--- config.mk ---
export PLATFORM = sky130hd
export DESIGN_NAME = division_seq
export DESIGN_NICKNAME = d
export VERILOG_FILES = /design/src/rtl/division_seq.sv
export SDC_FILE = /design/constraint.sdc
export NUM_CORES = 1
export LEC_CHECK = 0
export ABC_CLOCK_PERIOD_IN_PS = 3500
export CAP_MARGIN = 20
export CORE_AREA = 2 2 134 136
export CTS_CLUSTER_DIAMETER = 50
export DETAILED_ROUTE_END_ITERATION = 8
export DIE_AREA = 0 0 136 138
export PLACE_DENSITY = 0.77
export REMOVE_ABC_BUFFERS = 1
export SKIP_LAST_GASP = 1
export SYNTH_ARGS = -nofsm -noshare
export SYNTH_HDL_FRONTEND = slang
export SYNTH_SLANG_ARGS = --single-unit
export TNS_END_PERCENT = 100
--- constraint.sdc ---
create_clock -name clk -period 3.5 [get_ports clk]
set_input_delay 0.35 -clock clk [delete_from_list [all_inputs] [get_ports clk]]
set_output_delay 0.35 -clock clk [all_outputs]
set_load 0.02 [all_outputs]
--- src/rtl/division_seq.sv ---
// division_seq: sequential signed fixed-point divider, Result = A / B.
// Restoring division producing one quotient bit per clock with a fixed
// latency of WIDTH+FRAC+1 edges after the accepting start edge.
// Out-of-range and divide-by-zero results saturate to the multiplier's
// encoding (+max = 0x7FFF_FFFF, -max = 0x8000_0001 for WIDTH=32).
//
// Ports:
//   clk         - clock, all logic on rising edge
//   rst         - synchronous active-high reset (aborts an operation)
//   start       - request, sampled only while idle
//   A           - dividend, signed Q(WIDTH-FRAC).FRAC
//   B           - divisor,  signed Q(WIDTH-FRAC).FRAC
//   Result      - quotient, held until the next completion
//   busy        - operation in flight
//   done        - single-cycle completion pulse
//   div_by_zero - B was zero for the last completed operation
module division_seq #(
    parameter int WIDTH = 32,
    parameter int FRAC  = 16
) (
    input  logic             clk,
    input  logic             rst,
    input  logic             start,
    input  logic [WIDTH-1:0] A,
    input  logic [WIDTH-1:0] B,
    output logic [WIDTH-1:0] Result,
    output logic             busy,
    output logic             done,
    output logic             div_by_zero
);

    localparam int QW = WIDTH + FRAC;
    localparam int CW = $clog2(QW);

    localparam logic [WIDTH-1:0] POS_SAT = {1'b0, {(WIDTH-1){1'b1}}};
    localparam logic [WIDTH-1:0] NEG_SAT = {1'b1, {(WIDTH-2){1'b0}}, 1'b1};

    typedef enum logic [1:0] {
        IDLE,
        DIVIDE,
        FIX
    } state_t;

    state_t state, next_state;

    // quo starts as the shifted dividend; each step shifts a dividend bit
    // out of the top and a quotient bit into the bottom.
    logic [QW-1:0]  quo;
    logic [WIDTH:0] rem;
    logic [WIDTH:0] b_mag;
    logic [CW-1:0]  cnt;
    logic           neg_q;
    logic           a_neg;
    logic           b_zero;

    logic [WIDTH-1:0] a_abs;
    logic [WIDTH-1:0] b_abs;
    logic [WIDTH:0]   rem_shift;
    logic [WIDTH:0]   rem_sub;
    logic             step_ge;
    logic [WIDTH-1:0] fix_result;

    // Unsigned WIDTH-bit negation maps 0x80..0 to 2^(WIDTH-1) correctly.
    assign a_abs = A[WIDTH-1] ? (~A + 1'b1) : A;
    assign b_abs = B[WIDTH-1] ? (~B + 1'b1) : B;

    // Remainder stays below |B| <= 2^(WIDTH-1), so the shifted value
    // always fits in WIDTH+1 bits.
    always_comb begin
        rem_shift = (rem << 1) | {{WIDTH{1'b0}}, quo[QW-1]};
        step_ge   = (rem_shift >= b_mag);
        rem_sub   = rem_shift - b_mag;
    end

    always_comb begin
        fix_result = '0;
        if (b_zero)
            fix_result = a_neg ? NEG_SAT : POS_SAT;
        else if (|quo[QW-1:WIDTH-1])
            fix_result = neg_q ? NEG_SAT : POS_SAT;
        else
            fix_result = neg_q ? (~quo[WIDTH-1:0] + 1'b1) : quo[WIDTH-1:0];
    end

    always_comb begin
        next_state = state;
        case (state)
            IDLE:    if (start) next_state = DIVIDE;
            DIVIDE:  if (cnt == CW'(QW - 1)) next_state = FIX;
            FIX:     next_state = IDLE;
            default: next_state = IDLE;
        endcase
    end

    always_ff @(posedge clk) begin
        if (rst)
            state <= IDLE;
        else
            state <= next_state;
    end

    assign busy = (state != IDLE);

    always_ff @(posedge clk) begin
        if (rst) begin
            quo         <= '0;
            rem         <= '0;
            b_mag       <= '0;
            cnt         <= '0;
            neg_q       <= 1'b0;
            a_neg       <= 1'b0;
            b_zero      <= 1'b0;
            Result      <= '0;
            done        <= 1'b0;
            div_by_zero <= 1'b0;
        end else begin
            done <= 1'b0;
            case (state)
                IDLE: begin
                    if (start) begin
                        quo    <= {a_abs, {FRAC{1'b0}}};
                        rem    <= '0;
                        b_mag  <= {1'b0, b_abs};
                        cnt    <= '0;
                        neg_q  <= A[WIDTH-1] ^ B[WIDTH-1];
                        a_neg  <= A[WIDTH-1];
                        b_zero <= (B == '0);
                    end
                end
                DIVIDE: begin
                    quo <= (quo << 1) | {{(QW-1){1'b0}}, step_ge};
                    rem <= step_ge ? rem_sub : rem_shift;
                    cnt <= cnt + CW'(1);
                end
                FIX: begin
                    Result      <= fix_result;
                    div_by_zero <= b_zero;
                    done        <= 1'b1;
                end
                default: ;
            endcase
        end
    end

endmodule

==> results.ini <==
[finish]
nets=1494
n_antenna_cell=0
finalInstanceArea_mm2=0.0117
final_cell_mix=168 x nand2_1, 157 x dfxtp_1, 146 x a21oi_1
area_growth_syn_to_layout_pct=19.1
final_common_cell=nand2_1
final_cells=1632
layout-drive-gt1-share=0.0641

[timing]
rsz0062_at_grt=false
period_share=0.950
fin_crit_ns=3.33
clock.fmax_mhz=301
setup-violations-final=0
finalClockSkew_ns=0.00972
tightest_slew_ns=0.969
relSlewSlack=0.352
final_hold_viol_count=0
hold_slack_ns=0.410
finalMaxSlewViolations=0

[place]
dpl.hpwl_mm=17.9
dp.cells=1600
port_buffers=101
place.gp.congestion=0.899
placed_area_mm2=0.0112

[cts]
cts.sinks=157
numCtsBuffers=17
htreeDepth=4
clock-root-buffer=clkbuf_16
cts_hold_buf=0
post_cts_buffers=0
postCtsResizedCells=0
cts_tree=built
clk_latency_ns=0.43
clk_pin_slew_ns=0.06
clock_path_buffers=2

[floorplanning]
initial_core_util=0.563
dieArea_mm2=0.0188
die_y_um=138
io_pins=102
die_x_um=136
num_rows=49
core_mm2=0.0175

[grt]
grt_pass1_vias=8848
grt_max_degree=67
grt_pass1_wl_mm=41.6
grt_overflow=0
grt.total_usage=0.267
grt_antenna_before_repair=0

[routing]
viasPerCell=5.87
drc=0
wl_met3_mm=1.08
highest_layer=met4
wirelength_mm=25.0
num_vias=9584
wl_met2_mm=11.7
first_pass_iters=6
wl_met1_mm=11.6
first_iter_violations=716
antenna_left=0
wl_per_cell_um=15.3

[logic_synthesis]
ys_types=63
synth_ff_type=dfxtp_1
synthMuxAreaShare=0.0214
synth_compound_area_frac=0.280
yosysWarnings=0
yosys.area_share.simple=0.204
synth_adder_area_share=0.0477
ys_seq_area_frac=0.319
synth_area_per_cell_um2=7.51
synth-seq-cells=157
syn-cell-area_mm2=0.00986
synth-async-reset-ratio=0
synth-edff-count=0
syn-instance-count=1313
synth_top_family_by_area=compound AO/OA/AOI/OAI gates
synth_xor_area_frac=0.0773

[critical_path]
crit_path_cell_trace=clkdlybuf4s50_1 > or4_4 > or4_4 > or3_4 > or4_1 > or4_4 > o31ai_4 > xor2_1 > a211oi_1
worstSetupStartpointType=input pin
rrSetupSlack_ns=0.28
worstReg2RegEnd=Result[30]
required_ns=3.85
slowest_stage=or4_4
crit_type=in2reg
r2r_cells=9
path_delay_family=simple AND/OR/NAND/NOR gates
path_buf_inv=1
crit_arrival_ns=3.67
max_stage_delay_ns=0.56
worst_setup_path_end_kind=flop
reg2reg_from=quo[7]
critPathMostFrequentCell=or4_4
worstPathMaxFanout=5

[power]
powerDensity_mw_per_mm2=421
power_uw=4940
peakVddDrop_mv=0.396
leakagePower_uw=0.00448

[flow_run]
cap_viol_max_count=0

[worst_hold_path]
hp-class=in2reg
hold_end=quo[17]
hold_start=rst
hold_path_depth=2

[outcome]
status=completed

==> state kept, by name (all words and copies together) (netlist names), 2 cells and up <==
name	cells
cnt	6
rem	32
state	2
b_mag	32
quo	48
Result	32
==> metrics by stage <==
step / setup WS [ns] / util / TNS, ns
finish: 0.173 / 0.670 / 0
global route: 0.0513 / 0.670 / 0
CTS: 0.171 / 0.670 / 0
detailed placement: -0.267 / 0.636 / -1.49
global placement: -0.237 / 0.636 / -1.23
floorplan: -1.79 / - / -62.55
==> cells in the mapped netlist, types with 2 or more instances <==
library cell | count | area [µm²]
nor2b_1 | 7 | 43.8
o211ai_1 | 8 | 60.1
a211o_1 | 2 | 17.5
a31oi_1 | 15 | 93.8
nand3b_1 | 5 | 37.5
o21a_1 | 8 | 60.1
nor4_1 | 12 | 75.1
a22o_1 | 14 | 123
o21ai_1 | 2 | 10.0
nand4_1 | 4 | 25.0
inv_1 | 53 | 199
o2111ai_1 | 4 | 35.0
xnor2_1 | 43 | 377
a211oi_1 | 40 | 300
or2_2 | 3 | 18.8
ha_1 | 36 | 450
o311ai_0 | 3 | 26.3
or3_1 | 22 | 138
dfxtp_1 | 157 | 3140
o31ai_1 | 15 | 113
nor2_1 | 133 | 499
and2_1 | 5 | 31.3
o22a_1 | 8 | 70.1
a221oi_1 | 5 | 43.8
a21oi_1 | 146 | 731
or4_1 | 8 | 60.1
o21ai_0 | 97 | 485
nand2b_1 | 14 | 87.6
o22ai_1 | 3 | 18.8
o31a_1 | 2 | 17.5
clkbuf_1 | 73 | 274
mux2i_1 | 20 | 200
xor2_1 | 44 | 385
nand2_1 | 168 | 631
o21bai_1 | 8 | 60.1
buf_1 | 6 | 22.5
a22oi_1 | 29 | 218
a21o_1 | 16 | 120
nand4b_1 | 4 | 35.0
and3_1 | 4 | 25.0
nand3_1 | 16 | 80.1
or4_4 | 5 | 56.3
o41ai_1 | 8 | 70.1
nor3_1 | 19 | 95.1
==> kinds of logic (layout without fill, tap and decap cells) <==
| kind of cell | after synthesis | count (layout) |
|---|---|---|
| AOI/OAI and AO/OA | 441 | 441 |
| xor gates and xnor gates | 87 | 87 |
| adders and majority gates | 37 | 37 |
| buffers and inverters | 134 | 224 |
| DFF | 157 | 157 |
| muxes | 21 | 21 |
| and+or+nand+nor | 436 | 436 |
==> worst reg2reg max path, stage by stage (launching register included) <==
cell and delay, ns:
dfxtp_1 0.36, or3_1 0.45, or4_1 0.55, nor4_1 0.46, nand3b_1 0.20, nor4_1 0.40, nand2_1 0.16, a31oi_1 0.20
o221ai_1 0.13, a211oi_1 0.25
==> per-layer routing <==
| metal | track usage | up-vias |
|---|---|---|
| met1 | 0.358 | 4444 |
| met4 | 0.0872 | 0 |
| met3 | 0.0392 | 49 |
| met2 | 0.441 | 248 |
| li1 | - | 4843 |
| met5 | 0 | - |
==> power by group <==
part / internal, µW / total (µW) / switching, µW
logic: 489 / 1170 / 682
registers: 1860 / 1930 / 66.3
clock network: 1070 / 1840 / 770
total: 3420 / 4940 / 1520
==> cell type report <==
class | count | area [µm²]
multi-input combinational | 1022 | 6240
fill | 1532 | 5790
sequential | 157 | 3140
timing repair buffer | 138 | 1290
clock buffer | 19 | 443
tap | 229 | 287
inverter | 54 | 203
clock inverter | 13 | 141
==> worst max-delay path by stage <==
stage / from / endpoint / slack, ns / cells past startpoint
final: B[6] / b_mag[26] / 0.17 / 9
after global routing: B[6] / b_mag[26] / 0.05 / 9
after CTS: B[6] / b_mag[26] / 0.17 / 9
after detailed placement: B[6] / b_mag[30] / -0.27 / 9
after global placement: B[6] / b_mag[26] / -0.24 / 9
after floorplan: b_mag[15] / rem[12] / -1.79 / 10
Note: power is estimated with default switching activity, not from simulation.
==> patch 1, RTL diff (same settings) <==
The parameter `FRAC` goes from 16 to 8.
--- a/src/rtl/division_seq.sv
+++ b/src/rtl/division_seq.sv
@@ -16,7 +16,7 @@
 //   div_by_zero - B was zero for the last completed operation
 module division_seq #(
     parameter int WIDTH = 32,
-    parameter int FRAC  = 16
+    parameter int FRAC  = 8
 ) (
     input  logic             clk,
     input  logic             rst,
Formal check against the unedited RTL: same outputs for any inputs over 10 cycles, from zero or initial values and one cycle with rst high; that may be too few to reach the edited logic, so the function may still have changed.
==> patch 1 against the unedited design <==
Synthesized cell count is 3.8% lower. Utilization is 1.3 points lower. Critical path depth is 2 higher. Hold slack worse by 79 ps. Wire length is 1.4% lower. Sequential cell count is 8 lower. Cell area is 1.9% lower. Synthesized area is 2.6% lower. Die area stayed put. Worst setup slack better by 71 ps. First-iteration DRC count is 3.9% higher. Critical path type is now flop to flop.
Power is not compared: it rests on default switching activity, and its combinational part moved more than twofold at a synthesized area within 25%.
==> patch 1: results (changes against the unedited design) <==
worst_ep_arrival_time_ps: 3620  # was 3670 ps
hp-class: "input pin to flop"  # unchanged
clkTransAtPathRegs_ps: 70
preCtsSetupSlack_ps: -223.8  # was -267.3 ps
fin_nets: 1444  # was 1494
dp_hpwl_um: 17550  # was 17940 µm
synth_xor_area_frac: 0.08481  # was 0.07725
diodes: 0  # unchanged
grt_util_all_layers: 0.2676  # was 0.2672
grt_overflow: 0  # unchanged
largest_register: "quo"  # unchanged
drtPass1Iterations: 5  # was 6
grt_max_degree: 74  # was 67
largest_reg_flops: 40  # was 48
dr_total_vias: 9392  # was 9584
first_iter_violations: 744  # was 716
cp_max_fo: 5  # unchanged
cts_root_buf: "clkbuf_16"  # unchanged
fill_cells: 1553  # was 1532
crit_path_start: "quo[1]$_SDFFE_PP0P_"  # was B[6]
placed_area_um2: 10900  # was 11160 µm²
synthTopCellsByArea: "dfxtp_1 31%, nand2_1 5.9%, nor2_1 5.4%, a21oi_1 5.4%, xor2_1 5.3%"  # was dfxtp_1 32%, a21oi_1 7.4%, nand2_1 6.4%, nor2_1 5.1%, o21ai_0 4.9%
tightest_slew_ps: 837.1  # was 969.0 ps
synthDominantCellAreaShare: 0.3106  # was 0.3187
yosysUniqueCellTypes: 59  # was 63
finClkSkew_ps: 10.08  # was 9.723 ps
status: "complete, no violations"  # unchanged
synth_fa_ha_area_frac: 0.04898  # was 0.04770
r2r_start: "quo[1]$_SDFFE_PP0P_"  # was quo[7]$_SDFFE_PP0P_
synth_compound_area_frac: 0.2634  # was 0.2797
power.leakage_nw: 4.332
critPathCapture: "Result[30]$_SDFFE_PP0P_"  # was b_mag[26]$_SDFFE_PP0P_
synthArstFlopShare: 0  # unchanged
ys_warn_count: 0  # unchanged
synthTopCellsByCount: "152 x nand2_1, 149 x dfxtp_1, 138 x nor2_1"  # was 168 x nand2_1, 157 x dfxtp_1, 146 x a21oi_1
drive_gt1_frac: 0.06874  # was 0.06415
htree_num_levels: 4  # unchanged
rrSetupSlack_ps: 240  # was 280 ps
gp_congestion: 0.9163  # was 0.8985
clk_path_buf_depth: 2  # unchanged
vdd_drop_max_mv: 0.6403
synth_flop_cell: "dfxtp_1"  # unchanged
grt_pass1_wl_um: 41730  # was 41640 µm
grt_pass1_vias: 8667  # was 8848
cts.repair.resized: 0  # unchanged
r2r_cells: 11  # was 9
fin_crit_sh: 0.9302  # was 0.9505
synth_mux_area_frac: 0.03127  # was 0.02144
wire_per_inst_um: 15.57  # was 15.31 µm
antenna_found_initial: 0  # unchanged
cts_setup_buffers: 0  # unchanged
seq_area_frac_synth: 0.3106  # was 0.3187
## patch 1: cell count changes in the layout (fill, tap and decap cells not counted), moves of 9 or more
cell / change
nand4_1: +10
xor2_1: +14
a21oi_1: -43
nand2_1: -16
mux2i_1: +10
or3_1: -9
a22oi_1: -11
a221oi_1: +12
nor3_1: +9
## patch 1: area by class of cell
type,count,area [µm²],area share
multi-input combinational,983,6156,0.5343
sequential,149,2983,0.2589
timing repair buffer,139,1326,0.1151
clock buffer,18,429.2,0.03725
tap,229,286.5,0.02487
inverter,50,187.7,0.01629
clock inverter,14,153.9,0.01336
## patch 1: per-layer routing
| layer | global-route usage | wire, µm | part of all wire | up-vias |
|---|---|---|---|---|
| li1 | - | - | - | 4691 |
| met5 | 0 | 0 | 0 | - |
| met3 | 0.03520 | 1257 | 0.051 | 31 |
| met1 | 0.3802 | 11620 | 0.47 | 4434 |
| met2 | 0.4181 | 11330 | 0.46 | 236 |
| met4 | 0.08991 | 418 | 0.017 | 0 |
## patch 1: report_power, final
| group | leakage [nW] | total [W] | switching, W | internal (W) |
|---|---|---|---|---|
| combinational | 2.85 | 0.00524 | 0.00287 | 0.00237 |
| clock | 0.265 | 0.00181 | 0.000759 | 0.00105 |
| sequential | 1.21 | 0.00212 | 0.000196 | 0.00193 |
| total | 4.33 | 0.00917 | 0.00382 | 0.00535 |
## patch 1: cells by family after synthesis
group           Yosys count
mux                      30
flops                   149
xor+xnor                 93
buf+inv                 131
fa+ha+maj                37
compound gates          390
simple gates            433
## patch 1: metrics by stage
step,cells,setup TNS [ps],utilization
2_1_floorplan,1182,-61250,-
3_3_place_gp,1548,-740.6,0.6215
5_1_grt,1582,0,0.6571
6_report,1582,0,0.6571
3_5_place_dp,1548,-1045,0.6215
4_1_cts,1580,0,0.6548
## patch 1: worst min-delay path by stage
stage | startpoint | to | slack (ps) | cells after the start
floorplan | rst | Result[11]$_SDFFE_PP0P_ | 420 | 1
global placement | b_mag[30]$_SDFFE_PP0P_ | b_mag[30]$_SDFFE_PP0P_ | 440 | 2
detailed placement | b_mag[30]$_SDFFE_PP0P_ | b_mag[30]$_SDFFE_PP0P_ | 450 | 2
CTS | rst | cnt[0]$_SDFFE_PP0P_ | 330 | 2
global route | rst | cnt[4]$_SDFFE_PP0P_ | 350 | 2
finish | rst | cnt[4]$_SDFFE_PP0P_ | 330 | 2
## patch 1: worst max-delay path, stage by stage (launching register included)
cell and delay, ps:
dfxtp_1 340, inv_1 100, ha_1 230, nor4b_2 320, nand4b_1 230, or4_4 490
or3_1 360, or3_1 400, o41ai_2 280, xor2_1 180, a21oi_1 80, nor3_1 180
==> patch 2, RTL diff (same settings) <==
Made on the original files. Re-encode `state_t` (3 states) as one-hot, 3 bits wide.
--- a/src/rtl/division_seq.sv
+++ b/src/rtl/division_seq.sv
@@ -35,10 +35,10 @@
     localparam logic [WIDTH-1:0] POS_SAT = {1'b0, {(WIDTH-1){1'b1}}};
     localparam logic [WIDTH-1:0] NEG_SAT = {1'b1, {(WIDTH-2){1'b0}}, 1'b1};
 
-    typedef enum logic [1:0] {
-        IDLE,
-        DIVIDE,
-        FIX
+    typedef enum logic [2:0] {
+        IDLE   = 3'b001,
+        DIVIDE = 3'b010,
+        FIX    = 3'b100
     } state_t;
 
     state_t state, next_state;
Formal check against the unedited RTL: same outputs for any inputs over 10 cycles, from zero or initial values and one cycle with rst high; not proved beyond that.
==> patch 2 against the unedited design <==
Global-route usage up 0.57 points. Worst setup slack better by 95 ps. Wire length up 2.4%. Synthesized area up 0.61%. Count of clock-buffer cells in the layout down 2. Sequential cell count up 1. Hold slack worse by 57 ps. Utilization up 0.58 points. Power down 2.9%. Synthesized cell count up 0.61%. Cell count up 0.43%. Cell area up 0.86%. Critical endpoint is now rem[24]$_SDFFE_PP0P_.
==> patch 2: results (changes against the unedited design) <==
status: "complete, no violations"  # unchanged
synthTopCellsByCount: "158 x dfxtp_1, 153 x nor2_1, 137 x nand2_1"  # was 168 x nand2_1, 157 x dfxtp_1, 146 x a21oi_1
wirelength_um: 25580  # was 24980 µm
diodes: 0  # unchanged
fin_nets: 1501  # was 1494
placed_area_um2: 11230  # was 11160 µm²
yosysUniqueCellTypes: 64  # was 63
dr_total_vias: 9730  # was 9584
synth_mux_area_frac: 0.009204  # was 0.02144
ys_warn_count: 0  # unchanged
hp-class: "input pin to flop"  # unchanged
largest_reg_flops: 48  # unchanged
grt_pass1_wl_um: 42720  # was 41640 µm
worst_ep_arrival_time_ps: 3540  # was 3670 ps
power.leakage_nw: 4.482  # was 4.478 nW
seq_area_frac_synth: 0.3187  # about the same
synthTopCellsByArea: "dfxtp_1 32%, a21oi_1 6.7%, nor2_1 5.8%, nand2_1 5.2%, o21ai_0 4.7%"  # was dfxtp_1 32%, a21oi_1 7.4%, nand2_1 6.4%, nor2_1 5.1%, o21ai_0 4.9%
synth_compound_area_frac: 0.2792  # was 0.2797
worst_path_largest_cell_delay_ps: 370  # was 560 ps
synth_xor_area_frac: 0.07855  # was 0.07725
cts_root_buf: "clkbuf_16"  # unchanged
clk_path_buf_depth: 2  # unchanged
first_iter_violations: 799  # was 716
gp_congestion: 0.9131  # was 0.8985
clkTransAtPathRegs_ps: 70
largest_register: "quo"  # unchanged
crit_path_top_delay_cell: "ha_1"  # was or4_4
drtPass1Iterations: 5  # was 6
cp_max_fo: 39  # was 5
min-delay-start: "rst"  # unchanged
tightest_slew_ps: 1027  # was 969.0 ps
dp_hpwl_um: 17970  # was 17940 µm
crit_path_start: "b_mag[14]$_SDFFE_PP0P_"  # was B[6]
vdd_drop_max_mv: 0.3594  # was 0.3961 mV
synthArstFlopShare: 0  # unchanged
drive_gt1_frac: 0.07234  # was 0.06415
synth_fa_ha_area_frac: 0.04741  # was 0.04770
grt_max_degree: 67  # unchanged
cts_made_buffers: 17  # unchanged
finClkSkew_ps: 10.30  # was 9.723 ps
grt_util_all_layers: 0.2729  # was 0.2672
preCtsSetupSlack_ps: -60.05  # was -267.3 ps
layoutNonFillerInstCount: 1639  # was 1632
cts.repair.resized: 0  # unchanged
syn_inst: 1321  # was 1313
grt_pass1_vias: 8855  # was 8848
cts_setup_buffers: 0  # unchanged
==> patch 2: changes by cell type in the layout (fill, tap and decap cells not counted), moves of 6 or more <==
cell | unedited run | this run
a21oi_1 | 146 | 133
a32oi_1 | 1 | 12
mux2i_1 | 20 | 8
nand2_1 | 168 | 137
nor2_1 | 131 | 150
nor2b_1 | 6 | 12
nor3_1 | 18 | 37
o31ai_1 | 15 | 23
or3_1 | 22 | 16
==> patch 2: cell type report <==
cell class | instances | area (µm²)
well taps | 229 | 286.5
inverters | 51 | 191.4
flip-flops and latches | 158 | 3163
clock inverters | 15 | 161.4
clock buffers | 17 | 425.4
fillers | 1545 | 5689
multi-input cells | 1026 | 6248
repair buffers | 143 | 1369
==> patch 2: final timing paths <==
kind | depth (start not counted) | slack [ps] | endpoint
max | 12 | 270 | rem[24]$_SDFFE_PP0P_
min | 2 | 350 | done$_SDFF_PP0_
max reg2reg | 12 | 270 | rem[24]$_SDFFE_PP0P_
min reg2reg | 2 | 450 | Result[31]$_SDFFE_PP0P_
==> patch 2: layer usage <==
layer / track usage / wire, µm / up-vias
met3: 0.04327 / 1265 / 43
met5: 0 / 0 / -
met2: 0.4369 / 11910 / 273
met1: 0.3761 / 11890 / 4517
li1: - / - / 4897
met4: 0.08717 / 511 / 0
==> patch 2: worst max-delay path: cells and delay by family, from the launching register on <==
family                     cells  cell delay, ps
AOI/OAI and AO/OA              6            1480
and+or+nand+nor                2             450
DFF                            1             330
buffers and inverters          3             490
adders and majority gates      1             370
==> patch 2: power by group <==
group	leakage [nW]	internal (W)	switching (W)
Sequential	1.28	0.00187	0.0000600
Clock	0.271	0.00106	0.000803
Combinational	2.93	0.000426	0.000583
Total	4.48	0.00335	0.00145
